--- config.mk ---
export PLATFORM = sky130hd
export DESIGN_NAME = dma_mc_engine
export DESIGN_NICKNAME = d
export VERILOG_FILES = /design/src/rtl/dma_mc_engine.sv
export SDC_FILE = /design/constraint.sdc
export NUM_CORES = 1
export LEC_CHECK = 0
export ABC_AREA = 1
export BUFFER_PORTS_ARGS = -buffer_cell sky130_fd_sc_hd__buf_4
export CORE_MARGIN = 10
export CORE_UTILIZATION = 35
export DETAILED_ROUTE_END_ITERATION = 8
export PLACE_DENSITY = 0.5
export SETUP_SLACK_MARGIN = 0.4
export SLEW_MARGIN = 20
export SYNTH_ARGS = -nofsm -noshare
export SYNTH_HDL_FRONTEND = slang
export SYNTH_SLANG_ARGS = --single-unit
--- constraint.sdc ---
create_clock -name clk -period 7.1 [get_ports clk]
set_input_delay 1.065 -clock clk [delete_from_list [all_inputs] [get_ports clk]]
set_output_delay 1.065 -clock clk [all_outputs]
set_load 0.01 [all_outputs]
--- src/rtl/dma_mc_engine.sv ---
// dma_mc_engine: round-robin multi-channel DMA feeding one read/compute/write sequencer.
// Define DMA_CHECKSUM_EN to add ch_csum, the XOR of every word written by the last transfer.
module dma_mc_engine #(
   parameter int NUM_CH    = 4,
   parameter int ADDR_W    = 32,
   parameter int DATA_W    = 32,
   parameter int LEN_W     = 16,
   parameter int MAX_BURST = 8
) (
   input  logic                     clk,
   input  logic                     reset,
   input  logic [NUM_CH-1:0]        ch_start,
   input  logic [NUM_CH*ADDR_W-1:0] ch_task_addr,
   output logic [NUM_CH-1:0]        ch_done,
   output logic                     busy,
   output logic                     rd_req,
   output logic [ADDR_W-1:0]        rd_addr,
   input  logic                     rd_grant,
   input  logic [DATA_W-1:0]        rd_data,
   output logic                     wr_req,
   output logic [ADDR_W-1:0]        wr_addr,
   output logic [DATA_W-1:0]        wr_data,
   input  logic                     wr_grant
`ifdef DMA_CHECKSUM_EN
   ,
   output logic [DATA_W-1:0]        ch_csum
`endif
);
   localparam int CW = $clog2(MAX_BURST);
   localparam int PW = $clog2(NUM_CH);
   typedef enum logic [2:0] {
      DMA_IDLE, DMA_PENDING, DMA_TASK_READ, DMA_DATA_READ, DMA_COMPUTE, DMA_WRITING
   } state_t;
   state_t state_q, state_d;
   logic [NUM_CH-1:0] pending_q, pending_d, done_q, done_d;
   logic [PW-1:0] rr_q, rr_d, ch_q, ch_d, gnt, idx;
   logic gnt_vld;
   logic [1:0] tidx_q, tidx_d;
   logic [ADDR_W-1:0] src_q, src_d, dst_q, dst_d, rd_addr_q, rd_addr_d, wr_addr_q, wr_addr_d;
   logic [LEN_W-1:0] rem_q, rem_d, rem_left;
   logic [CW:0] beat_q, beat_d;
   logic [CW-1:0] cnt_q, cnt_d;
   logic rd_req_q, rd_req_d, wr_req_q, wr_req_d, busy_q, busy_d;
   logic [DATA_W-1:0] wr_data_q, wr_data_d;
   logic [DATA_W-1:0] dbuf_q [MAX_BURST];
   logic [DATA_W-1:0] dbuf_d [MAX_BURST];
   logic rd_hs, wr_hs, last_beat;

   function automatic logic [CW:0] clip(input logic [LEN_W-1:0] n);
      return (n >= LEN_W'(MAX_BURST)) ? (CW+1)'(MAX_BURST) : n[CW:0];
   endfunction

   assign rd_hs     = rd_req_q & rd_grant;
   assign wr_hs     = wr_req_q & wr_grant;
   assign last_beat = {1'b0, cnt_q} == beat_q - 1'b1;
   assign rem_left  = rem_q - LEN_W'(beat_q);

   // Scan downwards so the first pending channel at or after rr_q wins.
   always_comb begin
      gnt = '0;
      gnt_vld = 1'b0;
      idx = '0;
      for (int k = NUM_CH-1; k >= 0; k--) begin
         idx = PW'((int'(rr_q) + k) % NUM_CH);
         if (pending_q[idx]) begin
            gnt = idx;
            gnt_vld = 1'b1;
         end
      end
   end

   always_comb begin
      state_d = state_q;
      pending_d = pending_q | ch_start;
      rr_d = rr_q;
      ch_d = ch_q;
      tidx_d = tidx_q;
      src_d = src_q;
      dst_d = dst_q;
      rem_d = rem_q;
      beat_d = beat_q;
      cnt_d = cnt_q;
      rd_req_d = rd_req_q;
      rd_addr_d = rd_addr_q;
      wr_req_d = wr_req_q;
      wr_addr_d = wr_addr_q;
      wr_data_d = wr_data_q;
      done_d = '0;
      dbuf_d = dbuf_q;
      case (state_q)
         DMA_IDLE: if (|pending_d) state_d = DMA_PENDING;
         DMA_PENDING: begin
            if (gnt_vld) begin
               pending_d[gnt] = ch_start[gnt];
               ch_d = gnt;
               rr_d = (int'(gnt) == NUM_CH-1) ? '0 : gnt + 1'b1;
               rd_req_d = 1'b1;
               rd_addr_d = ch_task_addr[gnt*ADDR_W +: ADDR_W];
               tidx_d = '0;
               state_d = DMA_TASK_READ;
            end else state_d = DMA_IDLE;
         end
         DMA_TASK_READ: if (rd_hs) begin
            rd_addr_d = rd_addr_q + 1'b1;
            tidx_d = tidx_q + 1'b1;
            if (tidx_q == 2'd0) src_d = ADDR_W'(rd_data);
            if (tidx_q == 2'd1) dst_d = ADDR_W'(rd_data);
            if (tidx_q == 2'd2) begin
               rem_d = LEN_W'(rd_data);
               beat_d = clip(LEN_W'(rd_data));
               cnt_d = '0;
               rd_addr_d = src_q;
               if (LEN_W'(rd_data) == '0) begin
                  rd_req_d = 1'b0;
                  done_d[ch_q] = 1'b1;
                  state_d = DMA_IDLE;
               end else state_d = DMA_DATA_READ;
            end
         end
         DMA_DATA_READ: if (rd_hs) begin
            dbuf_d[cnt_q] = rd_data;
            src_d = src_q + 1'b1;
            rd_addr_d = src_q + 1'b1;
            cnt_d = cnt_q + 1'b1;
            if (last_beat) begin
               rd_req_d = 1'b0;
               state_d = DMA_COMPUTE;
            end
         end
         DMA_COMPUTE: begin
            wr_req_d = 1'b1;
            wr_addr_d = dst_q;
            wr_data_d = dbuf_q[0];
            cnt_d = '0;
            state_d = DMA_WRITING;
         end
         DMA_WRITING: if (wr_hs) begin
            dst_d = dst_q + 1'b1;
            wr_addr_d = dst_q + 1'b1;
            cnt_d = cnt_q + 1'b1;
            wr_data_d = dbuf_q[cnt_q + 1'b1];
            if (last_beat) begin
               wr_req_d = 1'b0;
               rem_d = rem_left;
               beat_d = clip(rem_left);
               cnt_d = '0;
               if (rem_left == '0) begin
                  done_d[ch_q] = 1'b1;
                  state_d = DMA_IDLE;
               end else begin
                  rd_req_d = 1'b1;
                  rd_addr_d = src_q;
                  state_d = DMA_DATA_READ;
               end
            end
         end
         default: state_d = DMA_IDLE;
      endcase
      busy_d = state_d != DMA_IDLE;
   end

   always_ff @(posedge clk or posedge reset) begin
      if (reset) begin
         state_q <= DMA_IDLE;
         pending_q <= '0;
         done_q <= '0;
         rr_q <= '0;
         ch_q <= '0;
         tidx_q <= '0;
         src_q <= '0;
         dst_q <= '0;
         rem_q <= '0;
         beat_q <= '0;
         cnt_q <= '0;
         rd_req_q <= 1'b0;
         rd_addr_q <= '0;
         wr_req_q <= 1'b0;
         wr_addr_q <= '0;
         wr_data_q <= '0;
         busy_q <= 1'b0;
      end else begin
         state_q <= state_d;
         pending_q <= pending_d;
         done_q <= done_d;
         rr_q <= rr_d;
         ch_q <= ch_d;
         tidx_q <= tidx_d;
         src_q <= src_d;
         dst_q <= dst_d;
         rem_q <= rem_d;
         beat_q <= beat_d;
         cnt_q <= cnt_d;
         rd_req_q <= rd_req_d;
         rd_addr_q <= rd_addr_d;
         wr_req_q <= wr_req_d;
         wr_addr_q <= wr_addr_d;
         wr_data_q <= wr_data_d;
         busy_q <= busy_d;
      end
   end

   always_ff @(posedge clk) dbuf_q <= dbuf_d;

   assign ch_done = done_q;
   assign busy    = busy_q;
   assign rd_req  = rd_req_q;
   assign rd_addr = rd_addr_q;
   assign wr_req  = wr_req_q;
   assign wr_addr = wr_addr_q;
   assign wr_data = wr_data_q;

`ifdef DMA_CHECKSUM_EN
   logic [DATA_W-1:0] csum_q, csum_d;
   // Folded once per round while the buffer is stable in COMPUTE.
   always_comb begin
      csum_d = (state_q == DMA_PENDING) ? '0 : csum_q;
      if (state_q == DMA_COMPUTE)
         for (int i = 0; i < MAX_BURST; i++)
            if (i < int'(beat_q)) csum_d = csum_d ^ dbuf_q[i];
   end
   always_ff @(posedge clk or posedge reset) begin
      if (reset) csum_q <= '0;
      else csum_q <= csum_d;
   end
   assign ch_csum = csum_q;
`endif
endmodule

==> impl_metrics.json <==
{
  "root_buffer": "clkbuf_16",
  "area_growth_pct": 19.1,
  "cts_sinks": 459,
  "synthCells": 2906,
  "cts_setup_buffers": 0,
  "crit_path_end_kind": "register",
  "synth_nets": 3091,
  "relSlewSlack_pct": 29.3,
  "setup_viol": 0,
  "drv_slew": 0,
  "synth_edf_count": 256,
  "p_per_area_nw_per_um2": 422,
  "drv_cap": 0,
  "grt_setup_unrepaired": "no",
  "grt_pass1_wl_mm": 137,
  "final_net_count": 3293,
  "core-area_um2": 68700,
  "drtAntennaViolNets": 0,
  "syn_area_per_cell_um2": 8.37,
  "status": "finished clean",
  "wire_per_inst_um": 22.1,
  "antenna_found_initial": 1,
  "ys.flop_type": "edfxtp_1",
  "drc": 0,
  "cts_buffers": 53,
  "path_class": "reg2reg",
  "start_kind": "register",
  "clk_pin_slew_worst_paths_ns": 0.06,
  "dp_hpwl_mm": 61.6,
  "die_area_um2": 80400,
  "dieWidth_um": 284,
  "clock_path_buffers": 3,
  "place.gp.congestion": 0.941,
  "worst_slew_pin_slew_ns": 1.05,
  "vias": 21846,
  "post_cts_resized": 0,
  "ctsHoldBuffers": 0,
  "port_buffers": 270,
  "hold_violations": 0,
  "fmax_mhz": 282,
  "period_minus_slack_ns": 3.55,
  "start_util_pct": 35.4,
  "vias_per_cell": 5.35,
  "dieHeight_um": 284,
  "clock_latency_ns": 0.62,
  "dr.pass1.iters": 5,
  "grt_pass1_vias": 21752,
  "ys_seq_area_share_pct": 52.5,
  "htree_levels": 2,
  "design_area_um2": 29000,
  "drive_gt1_share_pct": 14.2,
  "ios": 271,
  "leakagePower_uw": 0.0117,
  "grt_max_degree": 123,
  "finalCritPeriodShare_pct": 49.9,
  "crit_fanout": 60,
  "tritoncts": "done",
  "globalRouteTotalUtil_pct": 21.7,
  "ys_async_sr_fraction_pct": 44.2,
  "vdd_drop_max_mv": 0.246,
  "ys_types": 49,
  "worst_ep_arrival_time_ns": 3.78,
  "hold_path.class": "reg2reg",
  "skew_ns": 0.0264,
  "rows": 96,
  "syn_area_um2": 24300,
  "required_ns": 7.34,
  "yosysWarningCount": 0,
  "wirelength_mm": 90.3,
  "overflow": 0,
  "place_area_um2": 27100,
  "fin_tns_setup_ns": 0,
  "diodes": 0,
  "drtIter0Drc": 1764,
  "synth-seq-cells": 459
}
power breakdown:
group / switching [uW] / internal (uW)
sequential: 607 / 3230
combinational: 3760 / 1700
clock: 1190 / 1740
total: 5560 / 6670
per-stage QoR:
stage	setup WS, ns	cells	utilization [%]	hold slack, ns	total power [uW]
final	3.55	4084	42.2	0.503	12200
after global routing	3.24	4084	42.2	0.556	13100
after CTS	3.54	4084	42.2	0.508	12300
after detailed placement	3.53	3984	39.4	0.497	9340
after global placement	3.60	3984	39.4	0.486	9300
after floorplan	0.496	2906	-	0.459	7590
worst max-delay path, cell delays in order, from the launching register on:
cell and delay, ns:
dfrtp_4 0.71, clkinv_2 0.52, buf_4 0.53, nand2_1 0.26, nor2_2 0.47, buf_4 0.57
state kept, by name, indices dropped and copies added, names as in the netlist, 3 cells and up:
register   flops
dst_q         32
pending_q      4
wr_data       32
wr_addr       32
rem_q         16
ch_done        4
rd_addr       32
beat_q         4
cnt_q          3
src_q         32
state_q        3
dbuf_q       256
layout by cell type, fill, tap and decap left out, types with 6 or more instances in the layout:
| master | count |
|---|---|
| nand4_1 | 32 |
| a21oi_1 | 246 |
| o22ai_1 | 34 |
| nor3_1 | 39 |
| nand3b_1 | 12 |
| nor4_1 | 7 |
| clkinvlp_4 | 9 |
| nand3_1 | 238 |
| nand2_2 | 17 |
| dfrtp_1 | 202 |
| o21ai_0 | 235 |
| nor2_1 | 385 |
| clkbuf_16 | 54 |
| o211ai_1 | 32 |
| nand2_1 | 599 |
| edfxtp_1 | 256 |
| nor2_2 | 11 |
| inv_2 | 7 |
| clkinv_2 | 7 |
| xor2_1 | 25 |
| a22oi_1 | 36 |
| a31oi_1 | 21 |
| xnor2_1 | 12 |
| buf_4 | 302 |
| o221ai_1 | 32 |
| bufinv_16 | 8 |
| inv_1 | 204 |
| ha_1 | 16 |
| clkbuf_1 | 10 |
| a211oi_1 | 6 |
worst paths after layout:
check	startpoint	endpoint	slack, ns	cells after the start
min in group asynchronous	reset	ch_done[3]$_DFF_PP0_	0.58	2
max in group asynchronous	reset	dst_q[29]$_DFFE_PP0P_	5.28	3
hold / removal	rem_q[2]$_DFFE_PP0P_	rem_q[2]$_DFFE_PP0P_	0.50	2
setup / recovery	cnt_q[0]$_DFFE_PP0P_	dbuf_q[229]$_DFFE_PP_	3.55	5
setup reg to reg	cnt_q[0]$_DFFE_PP0P_	dbuf_q[229]$_DFFE_PP_	3.55	5
hold reg to reg	rem_q[2]$_DFFE_PP0P_	rem_q[2]$_DFFE_PP0P_	0.50	2
synthesized netlist by cell type, drive strengths merged, types with 32 or more instances:
| library cell | n | area [um2] |
|---|---|---|
| o22ai | 34 | 213 |
| o211ai | 32 | 240 |
| nand4 | 32 | 200 |
| nand3 | 242 | 1230 |
| o21ai | 240 | 1200 |
| clkbuf | 86 | 324 |
| nand2 | 617 | 2360 |
| a22oi | 36 | 270 |
| nor3 | 41 | 205 |
| inv | 215 | 810 |
| buf | 70 | 403 |
| nor2 | 401 | 1550 |
| o221ai | 32 | 280 |
| edfxtp | 256 | 7690 |
| dfrtp | 203 | 5080 |
| a21oi | 247 | 1240 |
layer usage:
metal  wire (um)  GRT usage, %
met5           0             0
met4        3030          7.70
met3        5020          3.27
met2       43500          37.1
met1       38800          27.6
logic make-up (layout without fill, tap and decap cells):
logic type / after synthesis / in the layout / synth area share (%)
compound gates: 659 / 659 / 15.3
fa+ha+maj: 17 / 17 / 0.906
xor+xnor: 38 / 38 / 1.40
flops: 459 / 459 / 52.5
buf+inv: 373 / 620 / 6.35
simple gates: 1360 / 1360 / 23.6
cell type report:
type	instances	area (um2)
Clock buffer	68	1440
Clock inverter	32	420
Fill cell	6905	39700
Inverter	217	828
Multi-Input combinational cell	2074	10000
Sequential cell	459	12800
Tap cell	931	1160
Timing Repair Buffer	303	2290
Note: power is estimated with default switching activity, not from simulation.
